`config.mk`:
```
export PLATFORM = sky130hd
export DESIGN_NAME = multiport_regfile
export DESIGN_NICKNAME = d
export VERILOG_FILES = /design/src/rtl/regfile_pkg.sv /design/src/rtl/register.sv /design/src/rtl/multiport_regfile.sv
export SDC_FILE = /design/constraint.sdc
export NUM_CORES = 2
export LEC_CHECK = 0
export CORE_ASPECT_RATIO = 1.25
export CORE_UTILIZATION = 40
export CTS_BUF_LIST = sky130_fd_sc_hd__clkbuf_4
export CTS_CLUSTER_DIAMETER = 150
export DETAILED_ROUTE_END_ITERATION = 10
export PLACE_DENSITY = 0.59
export SKIP_CTS_REPAIR_TIMING = 1
export SLEW_MARGIN = 25
export SYNTH_ARGS = -nofsm -noshare
export SYNTH_HDL_FRONTEND = slang
export SYNTH_HIERARCHICAL = 1
export SYNTH_SLANG_ARGS = --single-unit
```
`constraint.sdc`:
```
create_clock -name clk -period 8.9 [get_ports clk]
set_clock_uncertainty 0.05 [all_clocks]
set_input_delay 1.78 -clock clk [delete_from_list [all_inputs] [get_ports clk]]
set_output_delay 1.78 -clock clk [all_outputs]
set_load 0.02 [all_outputs]
```
`src/rtl/regfile_pkg.sv`:
```
// rtl/regfile_pkg.sv - shared register-file constants and typedefs for pipeline stages
package regfile_pkg;

    localparam int REG_ADDR_W   = 5;
    localparam int XLEN         = 32;
    localparam int ZERO_REG_IDX = 0;

    typedef logic [REG_ADDR_W-1:0] reg_addr_t;
    typedef logic [XLEN-1:0]       xlen_t;

endpackage

```
`src/rtl/register.sv`:
```
// rtl/register.sv - single storage word with load enable and asynchronous clear
module register
    import regfile_pkg::*;
#(
    parameter int WIDTH = XLEN
) (
    input  logic             rst,
    input  logic             clk,
    input  logic             wenable,
    input  logic [WIDTH-1:0] din,
    output logic [WIDTH-1:0] dout
);

    always_ff @(posedge clk or posedge rst) begin
        if (rst) begin
            dout <= '0;
        end else if (wenable) begin
            dout <= din;
        end
    end

endmodule

```
`src/rtl/multiport_regfile.sv`:
```
// rtl/multiport_regfile.sv - multi-port register file with write priority, bypass and busy scoreboard
module multiport_regfile
    import regfile_pkg::*;
#(
    parameter int N        = REG_ADDR_W,
    parameter int WIDTH    = XLEN,
    parameter int NREAD    = 2,
    parameter int NWRITE   = 1,
    parameter bit BYPASS   = 1'b1,
    parameter bit ZERO_REG = 1'b1
) (
    input  logic                          clk,
    input  logic                          rst,
    input  logic [NWRITE-1:0]             wenable,
    input  logic [NWRITE-1:0][N-1:0]      reg_in,
    input  logic [NWRITE-1:0][WIDTH-1:0]  din,
    input  logic [NREAD-1:0][N-1:0]       raddr,
    output logic [NREAD-1:0][WIDTH-1:0]   rdata,
    output logic [NREAD-1:0]              rbusy,
    input  logic                          busy_set,
    input  logic [N-1:0]                  busy_reg,
    output logic [(2**N)-1:0]             busy_vec
);

    localparam int NREG = 1 << N;

    logic [NREG-1:0]  whit;
    logic [WIDTH-1:0] wsel   [NREG];
    logic [WIDTH-1:0] stored [NREG];
    logic [NREG-1:0]  busy_q;
    logic [NREG-1:0]  busy_d;

    genvar g;
    generate
        for (g = 0; g < NREG; g++) begin : g_word
            logic             hit;
            logic [WIDTH-1:0] data;

            // Later ports overwrite earlier matches, so the highest-indexed port wins.
            always_comb begin
                hit  = 1'b0;
                data = '0;
                for (int p = 0; p < NWRITE; p++) begin
                    if (wenable[p] && (reg_in[p] == N'(g))) begin
                        hit  = 1'b1;
                        data = din[p];
                    end
                end
                if (ZERO_REG && (g == ZERO_REG_IDX)) begin
                    hit = 1'b0;
                end
            end

            assign whit[g] = hit;
            assign wsel[g] = data;

            register #(
                .WIDTH (WIDTH)
            ) u_reg (
                .rst     (rst),
                .clk     (clk),
                .wenable (hit),
                .din     (data),
                .dout    (stored[g])
            );
        end
    endgenerate

    genvar i;
    generate
        for (i = 0; i < NREAD; i++) begin : g_read
            logic [WIDTH-1:0] rd;
            logic             rb;

            always_comb begin
                rd = stored[raddr[i]];
                rb = busy_q[raddr[i]];
                if (BYPASS && whit[raddr[i]]) begin
                    rd = wsel[raddr[i]];
                    rb = 1'b0;
                end
                if (ZERO_REG && (raddr[i] == N'(ZERO_REG_IDX))) begin
                    rd = '0;
                    rb = 1'b0;
                end
                // Bypass paths would otherwise leak din while the file is held in reset.
                if (rst) begin
                    rd = '0;
                    rb = 1'b0;
                end
            end

            assign rdata[i] = rd;
            assign rbusy[i] = rb;
        end
    endgenerate

    // Retiring writes clear first; a new producer marked the same cycle takes precedence.
    always_comb begin
        busy_d = busy_q & ~whit;
        if (busy_set && !(ZERO_REG && (busy_reg == N'(ZERO_REG_IDX)))) begin
            busy_d[busy_reg] = 1'b1;
        end
    end

    always_ff @(posedge clk or posedge rst) begin
        if (rst) begin
            busy_q <= '0;
        end else begin
            busy_q <= busy_d;
        end
    end

    assign busy_vec = busy_q;

endmodule

```
==> metrics.txt <==
Nets 5676; Post-Route Setup TNS 0 ns; fin crit share 0.943; Crit Reg-Reg Startpoint g_word[1].u_reg/dout[21]$_DFFE_PP0P_; R2R depth 1; final setup margin just over 0.5 ns; WP depth 9; syn_nets about 5600; vias in the first global route roughly 53000; WL/cell approximately 35 µm; Most used DFF post-synth dfrtp_1; RSZ-0062 raised after global routing no; Hold Path Cell Cnt 0; total iterations of the first detailed-routing run 6; Die X about 380 µm; crit-path most repeated cell clkdlybuf4s50_1; max-slew violations 0; crit-path cells clkdlybuf4s50_1 -> or4b_4 -> nor4_4 -> a311o_2 -> o21ai_4 -> buf_4 -> a21oi_1 -> nor3_1 -> clkdlybuf4s50_1; largest net degree at the start of global routing approximately 140; FMAX 119 MHz; Buffers on Ports ~150; post-route insts no fill 8172; crit start category input pin; Avg Synthesized Cell Area 12.8 µm²; post-place setup slack ~0.66 ns; Filler cells 16254; Seq cells post-synth between 1000 and 1500; post-layout min period ~8.4 ns; layout overhead on the synthesized area 7.87%; HPWL Detailed ~180000 µm; drc violations 0; critical path peak fanout 25; Highest Signal Layer met5; first-pass GRT wire length between 400000 and 500000 µm; slew margin rel. 0.218; Post-Syn Area around 70000 µm²; clk slew on worst S/H paths around 0.06 ns; initial antenna violation count 23; CTS Buf Count 303; async set-or-reset flop fraction in the synthesized netlist 1.00; worst flop-to-flop path endpoint g_word[1].u_reg/dout[21]$_DFFE_PP0P_; # IOs between 150 and 200; Hold Path Origin busy_vec[0]$_DFFE_PP0P_; arrival time of the worst setup path 6.56 ns; Critical-path top delay cell clkdlybuf4s50_1; EDFF count, synth 0; CP startpoint reg_in[3]; Cells after Synth approximately 5600; crit-path max cell delay approximately 1.1 ns; total global routing overflow 0; H-tree depth 5; post-route ant nets 0; Longest Clk Path Bufs 4; metal3 WL approximately 33000 µm; worst skew pair latency between 1 and 1.5 ns; Core Footprint 176000 µm²; CP bufs+invs 3; Tightest Pin Transition between 1 and 1.5 ns; GRT Total Usage 0.316; sequential fraction of the synthesis area 0.371; flop2flop setup slack around 8 ns; Synth area leaders dfrtp_1 37%, mux2_4 20%, mux4_2 13%, and2_1 5.4%, mux2i_1 4.0%; placed cell areas 73400 µm²; Worst Hold End busy_vec[0]$_DFFE_PP0P_; Routability Congestion about 0.94; Static Leak between 30 and 40 nW; WP data required roughly 7.1 ns; Cell Pwr Density 144 nW/µm²; yosys warns 6; top cell type's share of synthesized area 0.371; synth unique cells 95; Power, Total between 10 and 15 mW; Synth area leader dfrtp_1; via density per instance 6.47; cell area after layout about 77000 µm²; initial drt markers between 6000 and 7000; wire length on met2 approximately 130000 µm; Max VDD drop 141 µV; DR vias 52857; CTS tree done; Initial Util 0.404; Die Ht 474 µm; Root Buffer clkbuf_4; Crit path max-delay family buffers and inverters; Inst Count DP about 7700; wire length on met1 about 110000 µm; Die ar. between 150000 and 200000 µm²; layout cells sized above 1 0.392; Util after Layout 0.436; WS Path Type in -> out; Final setup viols 0; Final Hold Fails 0; outcome completed; row count around 170; worst hold slack 0.402 ns; Worst setup EP type output port; Sink Count between 1000 and 1500; Routed WL a little under 300000 µm; HP Class reg -> reg; max_cap viols 0
## worst max path at each step
stage                end  slack [ns]
5_1_grt        rdata[58]        0.52
2_1_floorplan  rdata[33]        3.28
3_5_place_dp   rdata[40]        0.66
3_3_place_gp   rdata[11]        0.81
6_report       rdata[40]        0.51
4_1_cts        rdata[40]        0.66
## layout by cell type (no fill, tap or decap), types with 6 or more instances in the layout
cell	Yosys	final
a2111oi_0	10	8
a211oi_1	25	25
a21oi_1	90	90
a221oi_1	25	25
a22oi_1	111	111
a311oi_1	6	6
a31oi_1	27	27
and2_1	618	617
and3_1	288	288
buf_12	96	14
buf_2	92	6
buf_4	37	219
clkbuf_4	0	424
clkdlybuf4s50_1	0	136
clkinv_1	2	56
clkinv_2	0	15
dfrtp_1	1056	1056
diode_2	0	11
inv_1	43	8
inv_2	1	34
mux2_2	105	105
mux2_4	960	960
mux2i_1	282	282
mux4_2	406	406
nand2_1	155	153
nand2b_1	14	12
nand3_1	95	95
nand4_1	8	8
nor2_1	106	69
nor2_4	0	34
nor2b_1	21	18
nor3_1	156	154
o211ai_1	9	9
o21ai_0	124	124
o221ai_1	9	9
o22ai_1	39	39
o2bb2ai_1	10	10
o311a_1	6	6
## power by group
group / leakage, nW / total (mW) / internal [mW] / switching, mW
Sequential: 14.7 / 4.93 / 4.86 / 0.0689
Combinational: 17.9 / 1.59 / 0.493 / 1.10
Clock: 2.13 / 4.53 / 2.24 / 2.29
Total: 34.8 / 11.1 / 7.60 / 3.46
## cell usage after synthesis, types with 105 or more instances
master    instances
mux4_2          406
nand2_1         155
mux2i_1         282
nor2_1          106
nor3_1          156
mux2_2          105
clkbuf_1        330
o21ai_0         124
and2_1          618
and3_1          288
mux2_4          960
dfrtp_1        1056
a22oi_1         111
## metal layers
layer / track usage / vias to the layer above
li1: - / 20754
met1: 0.397 / 27612
met2: 0.469 / 3573
met3: 0.108 / 898
met4: 0.195 / 20
met5: 0 / -
## cell type report
class | count | area, µm² | share of cell area
multi-input cells | 3833 | 40400 | 0.525
flip-flops and latches | 1056 | 26400 | 0.344
repair buffers | 380 | 3400 | 0.0442
clock buffers | 424 | 3180 | 0.0414
well taps | 2349 | 2940 | 0.0382
clock inverters | 73 | 342 | 0.00444
inverters | 46 | 186 | 0.00242
diodes | 11 | 27.5 | 0.000358
## registers in the layout (all words and copies together) (netlist names)
| register | count |
|---|---|
| g_word.u_reg/dout | 1024 |
| busy_vec | 32 |
## cell families after synthesis
family,synth area share
xor+xnor,0.00133
compound gates,0.0517
flops,0.371
mux,0.387
simple gates,0.122
buf+inv,0.0679
other cells,0.0000526
Power figures use the tool's default switching activity.
